`config.mk`:
```
export PLATFORM = sky130hd
export DESIGN_NAME = morse_letter_sequencer
export DESIGN_NICKNAME = d
export VERILOG_FILES = /design/src/rtl/morse_pkg.sv /design/src/rtl/morse_gap_timer.sv /design/src/rtl/morse_letter_sequencer.sv
export SDC_FILE = /design/constraint.sdc
export NUM_CORES = 1
export LEC_CHECK = 0
export BUFFER_PORTS_ARGS = -buffer_cell sky130_fd_sc_hd__buf_4
export CAP_MARGIN = 20
export CORE_ASPECT_RATIO = 1.75
export CORE_MARGIN = 1.5
export CORE_UTILIZATION = 50
export CTS_BUF_LIST = sky130_fd_sc_hd__clkbuf_16
export DETAILED_ROUTE_END_ITERATION = 10
export GPL_ROUTABILITY_DRIVEN = 1
export PLACE_DENSITY = 0.68
export SLEW_MARGIN = 20
export SYNTH_ARGS = -nofsm -noshare
export SYNTH_HDL_FRONTEND = slang
export SYNTH_HIERARCHICAL = 1
export SYNTH_SLANG_ARGS = --single-unit
```
`constraint.sdc`:
```
create_clock -name clk -period 2.3 [get_ports clk]
set_clock_uncertainty 0.05 [all_clocks]
set_input_delay 0.46 -clock clk [delete_from_list [all_inputs] [get_ports clk]]
set_output_delay 0.46 -clock clk [all_outputs]
set_load 0.03 [all_outputs]
```
`src/rtl/morse_pkg.sv`:
```
// Shared types and sizes for the Morse letter sequencer.
// Every file of the block imports this package.
package morse_pkg;

    localparam int unsigned MAX_SYMBOLS = 5;
    localparam int unsigned CODE_W      = MAX_SYMBOLS;
    localparam int unsigned LEN_W       = $clog2(MAX_SYMBOLS + 1);

    typedef enum logic [1:0] {
        IDLE      = 2'd0,
        COLLECT   = 2'd1,
        EMIT      = 2'd2,
        WORD_WAIT = 2'd3
    } state_e;

endpackage : morse_pkg

```
`src/rtl/morse_gap_timer.sv`:
```
// Saturating key-released gap counter. It clears on clr and otherwise counts
// up to max, where it holds until the next clear.
module morse_gap_timer #(
    parameter int unsigned WIDTH = 23
) (
    input  logic             clk,
    input  logic             reset_n,
    input  logic             clr,
    input  logic [WIDTH-1:0] max,
    output logic [WIDTH-1:0] count
);

    logic [WIDTH-1:0] count_q;
    logic [WIDTH-1:0] count_d;

    // NOTE: every variable assigned here gets a value on every path, so no latch is inferred.
    always_comb begin
        count_d = count_q;
        if (clr) begin
            count_d = '0;
        end else if (count_q != max) begin
            count_d = count_q + WIDTH'(1);
        end
    end

    // NOTE: sequential state uses non-blocking assignments only, so all flops update together.
    always_ff @(posedge clk or negedge reset_n) begin
        if (!reset_n) begin
            count_q <= '0;
        end else begin
            count_q <= count_d;
        end
    end

    assign count = count_q;

endmodule : morse_gap_timer

```
`src/rtl/morse_letter_sequencer.sv`:
```
// Groups dot/dash pulses into letters, presents each letter with a valid/ready
// handshake, and marks word boundaries from the length of key-released gaps.
module morse_letter_sequencer
    import morse_pkg::*;
#(
    parameter int unsigned LETTER_GAP = 3_000_000,
    parameter int unsigned WORD_GAP   = 7_000_000
) (
    input  logic              clk,
    input  logic              reset_n,
    input  logic              b,
    input  logic              dot,
    input  logic              dash,
    input  logic              ready,
    output logic              valid,
    output logic [CODE_W-1:0] code,
    output logic [LEN_W-1:0]  len,
    output logic              overflow,
    output logic              word_space,
    output logic              sym_lost
);

    localparam int unsigned GAP_W = $clog2(WORD_GAP + 1);
    localparam logic [GAP_W-1:0] LETTER_GAP_C = GAP_W'(LETTER_GAP);
    localparam logic [GAP_W-1:0] WORD_GAP_C   = GAP_W'(WORD_GAP);
    localparam logic [LEN_W-1:0] MAX_LEN_C    = LEN_W'(MAX_SYMBOLS);

    state_e            state_q, state_d;
    logic [CODE_W-1:0] code_q, code_d;
    logic [LEN_W-1:0]  len_q, len_d;
    logic              overflow_q, overflow_d;
    logic              valid_q, valid_d;
    logic              sym_lost_q, sym_lost_d;
    logic              word_space_c;

    logic              sym_ev;
    logic [GAP_W-1:0]  gap_count;

    // Simultaneous dot and dash is a decoder glitch and is not a symbol.
    assign sym_ev = dot ^ dash;

    morse_gap_timer #(
        .WIDTH (GAP_W)
    ) u_gap (
        .clk     (clk),
        .reset_n (reset_n),
        .clr     (b | sym_ev),
        .max     (WORD_GAP_C),
        .count   (gap_count)
    );

    always_comb begin
        state_d      = state_q;
        code_d       = code_q;
        len_d        = len_q;
        overflow_d   = overflow_q;
        valid_d      = valid_q;
        sym_lost_d   = 1'b0;
        word_space_c = 1'b0;

        unique case (state_q)
            IDLE: begin
                if (sym_ev) begin
                    code_d     = {{(CODE_W-1){1'b0}}, dash};
                    len_d      = LEN_W'(1);
                    overflow_d = 1'b0;
                    state_d    = COLLECT;
                end
            end

            COLLECT: begin
                if (sym_ev) begin
                    if (len_q < MAX_LEN_C) begin
                        code_d = {code_q[CODE_W-2:0], dash};
                        len_d  = len_q + LEN_W'(1);
                    end else begin
                        overflow_d = 1'b1;
                    end
                end else if (gap_count == LETTER_GAP_C) begin
                    state_d = EMIT;
                    valid_d = 1'b1;
                end
            end

            EMIT: begin
                // The presented letter is frozen; late symbols are reported, not stored.
                sym_lost_d = sym_ev;
                if (valid_q && ready) begin
                    valid_d = 1'b0;
                    state_d = WORD_WAIT;
                end
            end

            WORD_WAIT: begin
                if (sym_ev) begin
                    code_d     = {{(CODE_W-1){1'b0}}, dash};
                    len_d      = LEN_W'(1);
                    overflow_d = 1'b0;
                    state_d    = COLLECT;
                end else if (gap_count == WORD_GAP_C) begin
                    // Decoded from state so a gap that saturated during EMIT
                    // is reported in the very first WORD_WAIT cycle.
                    word_space_c = 1'b1;
                    len_d        = '0;
                    state_d      = IDLE;
                end
            end

            default: begin
                state_d = IDLE;
            end
        endcase
    end

    always_ff @(posedge clk or negedge reset_n) begin
        if (!reset_n) begin
            state_q    <= IDLE;
            code_q     <= '0;
            len_q      <= '0;
            overflow_q <= 1'b0;
            valid_q    <= 1'b0;
            sym_lost_q <= 1'b0;
        end else begin
            state_q    <= state_d;
            code_q     <= code_d;
            len_q      <= len_d;
            overflow_q <= overflow_d;
            valid_q    <= valid_d;
            sym_lost_q <= sym_lost_d;
        end
    end

    assign valid      = valid_q;
    assign code       = code_q;
    assign len        = len_q;
    assign overflow   = overflow_q;
    assign word_space = word_space_c;
    assign sym_lost   = sym_lost_q;

endmodule : morse_letter_sequencer

```
# Word-level counts from Yosys, hierarchy flattened
# Index checks and enable logic that the tools add are counted.
[totals]
in_bits = 6
reg_bits = 36
[op_classes]
n_reduce_logical = 12
order_cmp = 1
n_eq_ne = 15
n_addsub = 2
muxes = 31
bitwise_logic = 2
[op_table]
columns = ["operator", "n"]
rows = [
  ["$mux W23", 2],
  ["$add A23 B1 Y23 const B", 1],
  ["$eq A23 B22 Y1 const B", 1],
  ["$eq A23 B23 Y1 const B", 1],
  ["$ne A23 B23 Y1 const B", 1],
  ["$mux W3", 5],
  ["$mux W5", 3],
  ["$ne A2 B2 Y1 const B", 7],
  ["$mux W2", 6],
  ["$reduce_and A4 Y1", 3],
  ["$mux W1", 10],
  ["$pmux W5 S2", 1],
  ["$reduce_and A5 Y1", 2],
  ["$pmux W3 S3", 1],
  ["$pmux W2 S4", 1],
  ["$reduce_bool A2 Y1", 3],
  ["$eq A2 B2 Y1 const B", 2],
  ["$pmux W1 S2", 2],
  ["$add A3 B1 Y3 const B", 1],
  ["$lt A3 B3 Y1 const B", 1],
  ["$ne A3 B3 Y1 const B", 1],
  ["$reduce_bool A3 Y1", 1],
  ["$eq A2 B1 Y1 const B", 1],
  ["$logic_not A2 Y1", 1],
  ["5 further kinds", 5],
]

# Logic depth before layout (Yosys ltp)
# Gate-level depths: netlist (run 1).
[depth]
ltp_word = 4
depth_mapped = 9
depth_no_buf = 6

# Cells and area by module
# The synthesis (run 1) kept the hierarchy.
[modules_own_cells]
columns = ["mod", "seq_area_each_um2", "area_each_um2", "n_inst", "cells_per_inst"]
rows = [
  ["morse_gap_timer", 575.6, 1883.1, 1, 200],
  ["morse_letter_sequencer", 325.3, 878.3, 1, 97],
]

# Least setup slack after synthesis (run 1)
# No wires, ideal clock.
[synth_path]
kind = "reg2out"
from = "reg u_gap.count_q[3], in the netlist u_gap/count[3]"
to = "out word_space"
arrival_time_ns = 1.941
stages_incl_launch_ff = 5
required_ns = 1.790
setup_slack_ns = -0.151
n_path_buf = 0
path_cell_list = "dfrtp_1 or4b_4 nor3_4 nand4_1 nor3_1"
[synth_between]
elab_chain_cells = 4
[synth_rtl]
columns = ["item", "line_no", "source"]
rows = [
  ["from (decl)", "morse_gap_timer.sv:13", "logic [WIDTH-1:0] count_q;"],
  ["from (signal assigned)", "morse_gap_timer.sv:31", "count_q <= count_d;"],
  ["$eq A23 B23 Y1", "morse_letter_sequencer.sv:100", "end else if (gap_count == WORD_GAP_C) begin"],
  ["$mux W1", "morse_letter_sequencer.sv:100", ""],
  ["$mux W1", "morse_letter_sequencer.sv:95", "if (sym_ev) begin"],
  ["$mux W1", "morse_letter_sequencer.sv:61", "unique case (state_q)"],
  ["to (decl)", "morse_letter_sequencer.sv:19", "output logic word_space,"],
]
# Every way passes these cells.

# Worst setup path after layout (run 1)
# Same ends and word-level chain as after synthesis.

==> results.sh, run 1 <==
export IMPL_status="complete, no violations"
export IMPL_worstPathArrival_ps=1770
export IMPL_yosysTopAreaCell="dfrtp_1"
export IMPL_fill_cells=436
export IMPL_final_max_slew_viol_count=0
export IMPL_fin_cells=422
export IMPL_synthArstFlopShare=1.00
export IMPL_path_class="flop to primary output"
export IMPL_synth_top_area_share=0.326
export IMPL_numCtsBuffers=5
export IMPL_ys_flop_type="dfrtp_1"
export IMPL_synth_edf_count=0
export IMPL_fin_area_um2=3320
export IMPL_fin_setup_tns_ps=0
export IMPL_rsz0062_at_grt="true"
export IMPL_setup_slack_ps=17.2
export IMPL_via_per_inst=5.62
export IMPL_synth_seq_cells=36
export IMPL_floorplan_rows=35
export IMPL_p_leak_nw=1.45
export IMPL_wl_um=6730
export IMPL_synth_area_per_cell_um2=9.30
export IMPL_synthTopCellsByArea="dfrtp_1 (33%), xnor2_1 (7.0%), nand3_1 (6.0%), o211ai_2 (5.9%), nand2_1 (3.4%)"
export IMPL_r2r_slack_ps=90
export IMPL_cts_buffer_depth=2
export IMPL_postCtsHoldBufs=0
export IMPL_cts_tree="built"
export IMPL_worstReg2RegStart="u_gap/count[3]"
export IMPL_wl_per_cell_um=16.0
export IMPL_die_w_um=59.2
export IMPL_finalSetupViolations=0
export IMPL_utilization=0.627
export IMPL_path_max_fanout=2
export IMPL_vias=2372
export IMPL_placed_cells=413
export IMPL_initial_core_util=0.521
export IMPL_gp_congestion=0.840
export IMPL_grt_usage=0.243
export IMPL_area_growth_pct=20.4
export IMPL_ctsRootBufferMaster="clkbuf_16"
export IMPL_diodes=0
export IMPL_netlist_area_um2=2760
export IMPL_grt_antenna_before_repair=0
export IMPL_drt_iter0_drc=85
export IMPL_power_mw=1.98
export IMPL_synth_seq_area_share=0.326
export IMPL_clock_sinks=36
export IMPL_worst_setup_path_end_kind="primary output"
export IMPL_drive_gt1_frac=0.241
export IMPL_path_clk_slew_ps=60
export IMPL_ys_warnings_count=6
export IMPL_finalCriticalPeriod_ps=2280
export IMPL_reg2reg_to="state_q[1]"
export IMPL_fin_crit_sh=0.993
export IMPL_power_density_nw_per_um2=597
export IMPL_fin_hold_ws_ps=91.6
export IMPL_ant_nets=0
export IMPL_clkLatencyLatePin_ps=280
export IMPL_dieHeight_um=101
export IMPL_drv_cap=0
export IMPL_pin_count=18
export IMPL_hold_class="input pin to async pin"
export IMPL_cts_htree_levels=2
export IMPL_drt_pass1_iter_count=4
export IMPL_remaining_drc_errors=0
export IMPL_grt_pass1_wl_um=10900
export IMPL_place_ws_ps=134
export IMPL_placed_area_um2=3170
export IMPL_io_buffers=17
export IMPL_core_um2=5300
export IMPL_startpoint_type="flop"
export IMPL_ir_drop_mv=0.341
export IMPL_grt_max_degree=45
export IMPL_cp_required_ps=1790
export IMPL_dp_hpwl_um=4930
export IMPL_netlist_instances=297
export IMPL_synth_cell_type_count=57
export IMPL_grt_overflow=0
export IMPL_fmax_ghz=0.438
export IMPL_grt_pass1_vias=2340
export IMPL_worstRegToRegCells=6
export IMPL_final_hold_viol_count=0
export IMPL_nets=359
export IMPL_fp_dieArea_um2=6000
## cells in the final DEF, fill, tap and decap left out, types with 3 or more instances in the layout
cell / count
nor3_1: 3
inv_1: 9
and2_1: 4
nor2_1: 16
o221ai_2: 5
or3_1: 12
xnor2_1: 22
nand3_1: 33
dfrtp_1: 36
ha_1: 6
nand3b_1: 12
nor2b_1: 3
a21oi_1: 4
clkbuf_16: 5
conb_1: 23
o21ai_0: 8
o211ai_2: 13
nand2_1: 25
nor3_4: 3
and3_1: 3
nor4_4: 3
buf_4: 41
nand4_1: 9
mux2_1: 3
nand2b_1: 7
## flip-flops by register name (all words and copies together), names as in the netlist
signal and cells:
code 5, len 3, overflow 1, state_q 2
sym_lost 1, u_gap/count 23, valid 1
## synthesized netlist by cell type (all sizes together), types with 5 or more instances
| cell | number |
|---|---|
| o221ai | 5 |
| buf | 13 |
| nand2b | 7 |
| inv | 9 |
| or3 | 12 |
| o211ai | 13 |
| nand3b | 12 |
| xnor2 | 22 |
| o21ai | 9 |
| ha | 6 |
| clkbuf | 8 |
| nand2 | 25 |
| nand3 | 33 |
| nor3 | 7 |
| nor2 | 16 |
| dfrtp | 36 |
| nand4 | 11 |
## how the worst max path moves through the flow
| stage | end | start | depth (start not counted) | slack (ps) |
|---|---|---|---|---|
| final | word_space | u_gap/count[3] | 5 | 20 |
| after global routing | word_space | u_gap/count[3] | 5 | -40 |
| after CTS | word_space | u_gap/count[3] | 5 | -60 |
| after detailed placement | state_q[1] | state_q[0] | 6 | 130 |
| after global placement | u_gap/count[10] | dash | 7 | 190 |
| after floorplan | u_gap/count[0] | dash | 8 | 40 |
## area by class of cell
cell class / instances / area [µm²] / share of cell area
Timing Repair Buffer: 43 / 348 / 0.105
Clock buffer: 5 / 125 / 0.0376
Multi-Input combinational cell: 252 / 1810 / 0.543
Sequential cell: 36 / 901 / 0.271
Inverter: 9 / 33.8 / 0.0102
Clock inverter: 3 / 18.8 / 0.00565
Tap cell: 74 / 92.6 / 0.0279
## cell families after synthesis
family | Yosys count | share of synthesized area
multiplexers | 4 | 0.0159
other | 2 | 0.00272
adder cells (fa/ha/maj) | 6 | 0.0272
XOR/XNOR | 24 | 0.0761
AO/OA/AOI/OAI | 49 | 0.170
AND/OR/NAND/NOR | 146 | 0.326
flip-flops | 36 | 0.326
buffers and inverters | 30 | 0.0557
## power breakdown
| group | leakage [nW] | switching (mW) | internal [mW] | total, mW |
|---|---|---|---|---|
| clock | 0.0736 | 0.278 | 0.399 | 0.677 |
| sequential | 0.480 | 0.0553 | 0.699 | 0.754 |
| combinational | 0.895 | 0.329 | 0.225 | 0.554 |
| total | 1.45 | 0.662 | 1.32 | 1.98 |
## critical path: stages, from the launching register on
cell,delay (ps)
dfrtp_1,380
or4b_4,550
nor3_4,150
nand4_1,130
nor3_2,120
buf_4,170
## timing repair
action                                  4_1_cts  5_1_grt
setup buffers                                 1        0
hold endpoints to repair                      0        0
pin swaps                                     2        2
resized for setup                             0        1
endpoints found under the setup margin        1        2
## per-layer routing
layer	wire length [µm]	track usage	vias to the layer above
met4	288	0.131	0
met3	148	0.0332	21
met5	0	0	-
met1	2560	0.252	1143
li1	-	-	1161
met2	3740	0.452	47
Power figures use the tool's default switching activity.
==> run 2, diff against run 1 <==
PLACE_DENSITY = 0.7   (was 0.68)
clock period = 1.96 ns   (was 2.3 ns; I/O delays follow)
==> results.sh, run 2 (same netlist as run 1, synthesis figures left out) <==
export IMPL_finalCriticalPeriod_ps=2370
export IMPL_finalSetupViolations=9
export IMPL_grt_antenna_before_repair=0
export IMPL_multi_input_area_um2=1920
export IMPL_clkPwrFrac=0.318
export IMPL_wl_per_cell_um=16.9
export IMPL_die_w_um=59.2
export IMPL_numCtsBuffers=5
export IMPL_fill_cells=375
export IMPL_path_max_fanout=2
export IMPL_ant_nets=0
export IMPL_wl_um=7760
export IMPL_gp_congestion=0.866
export IMPL_ff_latch_area_um2=901
export IMPL_cp_required_ps=1520
export IMPL_p_switching_mw=0.755
export IMPL_final_hold_viol_count=0
export IMPL_grt_pass1_vias=2625
export IMPL_fp_dieArea_um2=6000
export IMPL_via_per_inst=5.58
export IMPL_floorplan_rows=35
export IMPL_worst_setup_path_end_kind="primary output"
export IMPL_p_leak_nw=1.70
export IMPL_status="finished with violations"
export IMPL_nets=398
export IMPL_hold_class="input pin to async pin"
export IMPL_clkLatencyLatePin_ps=280
export IMPL_internal_power_mw=1.58
export IMPL_drive_gt1_frac=0.347
export IMPL_swShare=0.323
export IMPL_power_frac_comb=0.301
export IMPL_drt_iter0_drc=103
export IMPL_layout_commonest_cell="buf_4"
export IMPL_rsz0062_at_grt="true"
export IMPL_final_max_slew_viol_count=0
export IMPL_cts_htree_levels=2
export IMPL_pin_count=18
export IMPL_path_clk_slew_ps=60
export IMPL_worstPathArrival_ps=1930
export IMPL_dieHeight_um=101
export IMPL_area_growth_pct=37.4
export IMPL_path_class="flop to primary output"
export IMPL_grt_usage=0.266
export IMPL_cts_buffer_depth=2
export IMPL_clock_sinks=36
export IMPL_io_buffers=17
export IMPL_drv_cap=0
export IMPL_grt_pass1_wl_um=12100
export IMPL_initial_core_util=0.521
export IMPL_vias=2568
export IMPL_mostFrequentLayoutCells="buf_4 (67), dfrtp_1 (36), nand3_1 (30), nand2_1 (25), conb_1 (23)"
export IMPL_postCtsHoldBufs=0
export IMPL_diodes=0
export IMPL_ctsRootBufferMaster="clkbuf_16"
export IMPL_fmax_ghz=0.422
export IMPL_p_seq_frac=0.381
export IMPL_place_ws_ps=-179
export IMPL_largest_reg_flops=23
export IMPL_power_mw=2.34
export IMPL_utilization=0.716
export IMPL_grt_max_degree=37
export IMPL_power_density_nw_per_um2=617
export IMPL_grt_overflow=0
export IMPL_setup_slack_ps=-412
export IMPL_ir_drop_mv=0.343
export IMPL_dp_hpwl_um=5300
export IMPL_core_um2=5300
export IMPL_remaining_drc_errors=0
export IMPL_fin_crit_sh=1.21
export IMPL_drt_pass1_iter_count=4
export IMPL_cts_tree="built"
export IMPL_startpoint_type="flop"
export IMPL_violations="setup timing"
run 2: cell count changes in the layout (fill, tap and decap cells not counted), moves of 3 or more:
cell	before	now
buf_4	41	67
buf_6	0	9
buf_8	0	3
nand3_1	33	30
xnor2_1	22	18
xnor2_2	0	4
run 2: area by class of cell:
type                            instances  area share
Tap cell                               74      0.0244
Clock inverter                          2     0.00198
Sequential cell                        36       0.237
Timing Repair Buffer                   82       0.188
Clock buffer                            5      0.0330
Inverter                                9     0.00891
Multi-Input combinational cell        252       0.506
run 2: path summary, 6_finish.rpt:
kind | slack [ps] | cells past startpoint | end | from
setup / recovery | -410 | 5 | word_space | u_gap/count[2]
hold / removal | 30 | 1 | valid | reset_n
setup reg to reg | -280 | 7 | state_q[0] | u_gap/count[2]
hold reg to reg | 450 | 2 | code[4] | code[4]
max in group asynchronous | 1480 | 1 | u_gap/count[16] | reset_n
min in group clk | 250 | 2 | code[0] | dot
run 2: worst max-delay path, stage by stage (launching register included):
cell,delay [ps]
dfrtp_1,390
or4b_4,540
nor3_4,200
nand4_1,180
nor3_4,200
buf_6,150
run 2: repair_timing:
action | in CTS | in global routing
pin swaps | 7 | 20
cloned | 0 | 1
setup endpoints to repair | 18 | 30
resized for setup | 6 | 32
buffers inserted | 2 | 12
endpoints found under the hold margin | 0 | 0
run 2: through the flow:
step | instances | TNS [ps] | hold slack, ps | cell area (µm²)
after floorplan | 318 | -384 | 46.4 | 2890
after global placement | 438 | -522 | 336 | 3360
after detailed placement | 438 | -1010 | 341 | 3360
after CTS | 447 | -1230 | 46.0 | 3520
after global routing | 460 | -2460 | 58.8 | 3790
final | 460 | -1650 | 32.6 | 3790
run 2: power by group through the flow:
stage          Combinational, mW  Clock (mW)  Sequential, mW
6_report                   0.703       0.745           0.891
3_3_place_gp               0.683           0           0.902
3_5_place_dp               0.696           0           0.906
4_1_cts                    0.699       0.763           0.893
2_1_floorplan              0.301           0            1.04
5_1_grt                    0.767       0.801           0.903
run 2: metal layers:
| layer | up-vias | GRT usage | wire length (µm) |
|---|---|---|---|
| met5 | - | 0 | 0 |
| met4 | 0 | 0.154 | 398 |
| met3 | 24 | 0.0370 | 191 |
| met2 | 61 | 0.508 | 4360 |
| met1 | 1244 | 0.259 | 2820 |
| li1 | 1239 | - | - |
==> run 3, diff against run 2 <==
HOLD_SLACK_MARGIN = 0.15   (was not set)
SKIP_LAST_GASP = 1   (was not set)
clock period = 2 ns   (was 1.96 ns; I/O delays follow)
==> results.sh, run 3 (same netlist as run 1, synthesis figures left out) <==
export IMPL_status="finished with violations"
export IMPL_violations="setup timing"
export IMPL_drive_gt1_frac=0.322
export IMPL_clock_sinks=36
export IMPL_worstPathArrival_ps=1830
export IMPL_ant_nets=0
export IMPL_path_max_fanout=2
export IMPL_mostFrequentLayoutCells="buf_4 (66), dfrtp_1 (36), nand3_1 (33), nand2_1 (25), conb_1 (23)"
export IMPL_fin_crit_sh=1.14
export IMPL_cts_buffer_depth=2
export IMPL_critPathBufInv=1
export IMPL_rsz0062_at_grt="true"
export IMPL_vias=2537
export IMPL_slowest_stage="or4b_4"
export IMPL_ff_latch_area_um2=901
export IMPL_fp_dieArea_um2=6000
export IMPL_via_per_inst=5.56
export IMPL_startpoint_type="flop"
export IMPL_core_um2=5300
export IMPL_setup_slack_ps=-276
export IMPL_hold_class="input pin to flop"
export IMPL_final_max_slew_viol_count=0
export IMPL_largest_reg_flops=23
export IMPL_grt_overflow=0
export IMPL_grt_max_degree=37
export IMPL_p_leak_nw=1.66
export IMPL_cts_tree="built"
export IMPL_fill_cells=430
export IMPL_io_buffers=17
export IMPL_clkLatencyLatePin_ps=280
export IMPL_area_growth_pct=32.1
export IMPL_placed_area_um2=3370
export IMPL_drv_cap=0
export IMPL_grt_pass1_wl_um=12000
export IMPL_cp_required_ps=1550
export IMPL_final_hold_viol_count=0
export IMPL_worst_setup_path_end_kind="primary output"
export IMPL_ir_drop_mv=0.388
export IMPL_grt_antenna_before_repair=0
export IMPL_finalCriticalPeriod_ps=2280
export IMPL_fin_cells=456
export IMPL_floorplan_rows=35
export IMPL_fmax_ghz=0.439
export IMPL_path_clk_slew_ps=60
export IMPL_gp_congestion=0.881
export IMPL_remaining_drc_errors=0
export IMPL_initial_core_util=0.521
export IMPL_finalSetupViolations=7
export IMPL_numCtsBuffers=5
export IMPL_ctsRootBufferMaster="clkbuf_16"
export IMPL_grt_usage=0.264
export IMPL_cpLargestDelayFamily="simple AND/OR/NAND/NOR gates"
export IMPL_path_class="flop to primary output"
export IMPL_path_common_cell="nor3_4"
export IMPL_multi_input_area_um2=1850
export IMPL_wl_um=7330
export IMPL_power_density_nw_per_um2=636
export IMPL_diodes=0
export IMPL_placed_cells=441
export IMPL_fin_hold_ws_ps=253
export IMPL_max_stage_delay_ps=550
export IMPL_crit_chain="or4b_4 -> nor3_4 -> nand4_1 -> nor3_4 -> buf_6"
export IMPL_dieHeight_um=101
export IMPL_wl_per_cell_um=16.1
export IMPL_cts_htree_levels=2
export IMPL_layout_commonest_cell="buf_4"
export IMPL_dp_hpwl_um=5350
export IMPL_drt_pass1_iter_count=4
export IMPL_pin_count=18
export IMPL_fin_setup_tns_ps=-1020
export IMPL_die_w_um=59.2
export IMPL_grt_pass1_vias=2618
export IMPL_drt_iter0_drc=110
export IMPL_nets=393
export IMPL_fin_area_um2=3650
==> run 3: what timing repair did <==
item,in CTS,in global routing
pin swaps,5,8
setup buffers,2,4
gates resized for setup,5,15
endpoints found under the hold margin,36,0
setup endpoints to repair,15,30
hold buffers,1,0
==> run 3: final timing paths <==
path	endpoint	startpoint	slack, ps	depth (start not counted)
worst max register to register	state_q[0]	u_gap/count[3]	-220	7
worst min-delay path	code[0]	dot	250	2
max in group asynchronous	u_gap/count[21]	reset_n	990	2
worst min register to register	code[4]	code[4]	440	2
min in group asynchronous	sym_lost	reset_n	570	2
worst max-delay path	word_space	u_gap/count[3]	-280	5
==> run 3: area by class of cell <==
cell class,count,share of cell area
Timing Repair Buffer,77,0.173
Multi-Input combinational cell,252,0.507
Sequential cell,36,0.247
Inverter,9,0.00926
Tap cell,74,0.0254
Clock inverter,3,0.00377
Clock buffer,5,0.0343
==> run 3: through the flow <==
step / worst slack, ps / utilization / total power [mW]
after floorplan: -77.6 / - / 1.31
after global placement: -58.3 / 0.636 / 1.56
after detailed placement: -137 / 0.636 / 1.57
after CTS: -340 / 0.671 / 2.33
after global routing: -341 / 0.688 / 2.45
final: -276 / 0.688 / 2.32
==> run 3: layer usage <==
metal	share of wire	global-route usage	wire, µm	vias to the layer above
li1	-	-	-	1223
met1	0.36	0.260	2650	1219
met2	0.56	0.503	4110	66
met3	0.030	0.0332	223	29
met4	0.047	0.152	346	0
met5	0	0	0	-
==> run 3: where the power goes <==
part / internal, mW / switching [mW] / total (mW) / leakage [nW]
Sequential: 0.804 / 0.0665 / 0.870 / 0.480
Clock: 0.453 / 0.308 / 0.761 / 0.0710
Combinational: 0.305 / 0.385 / 0.690 / 1.11
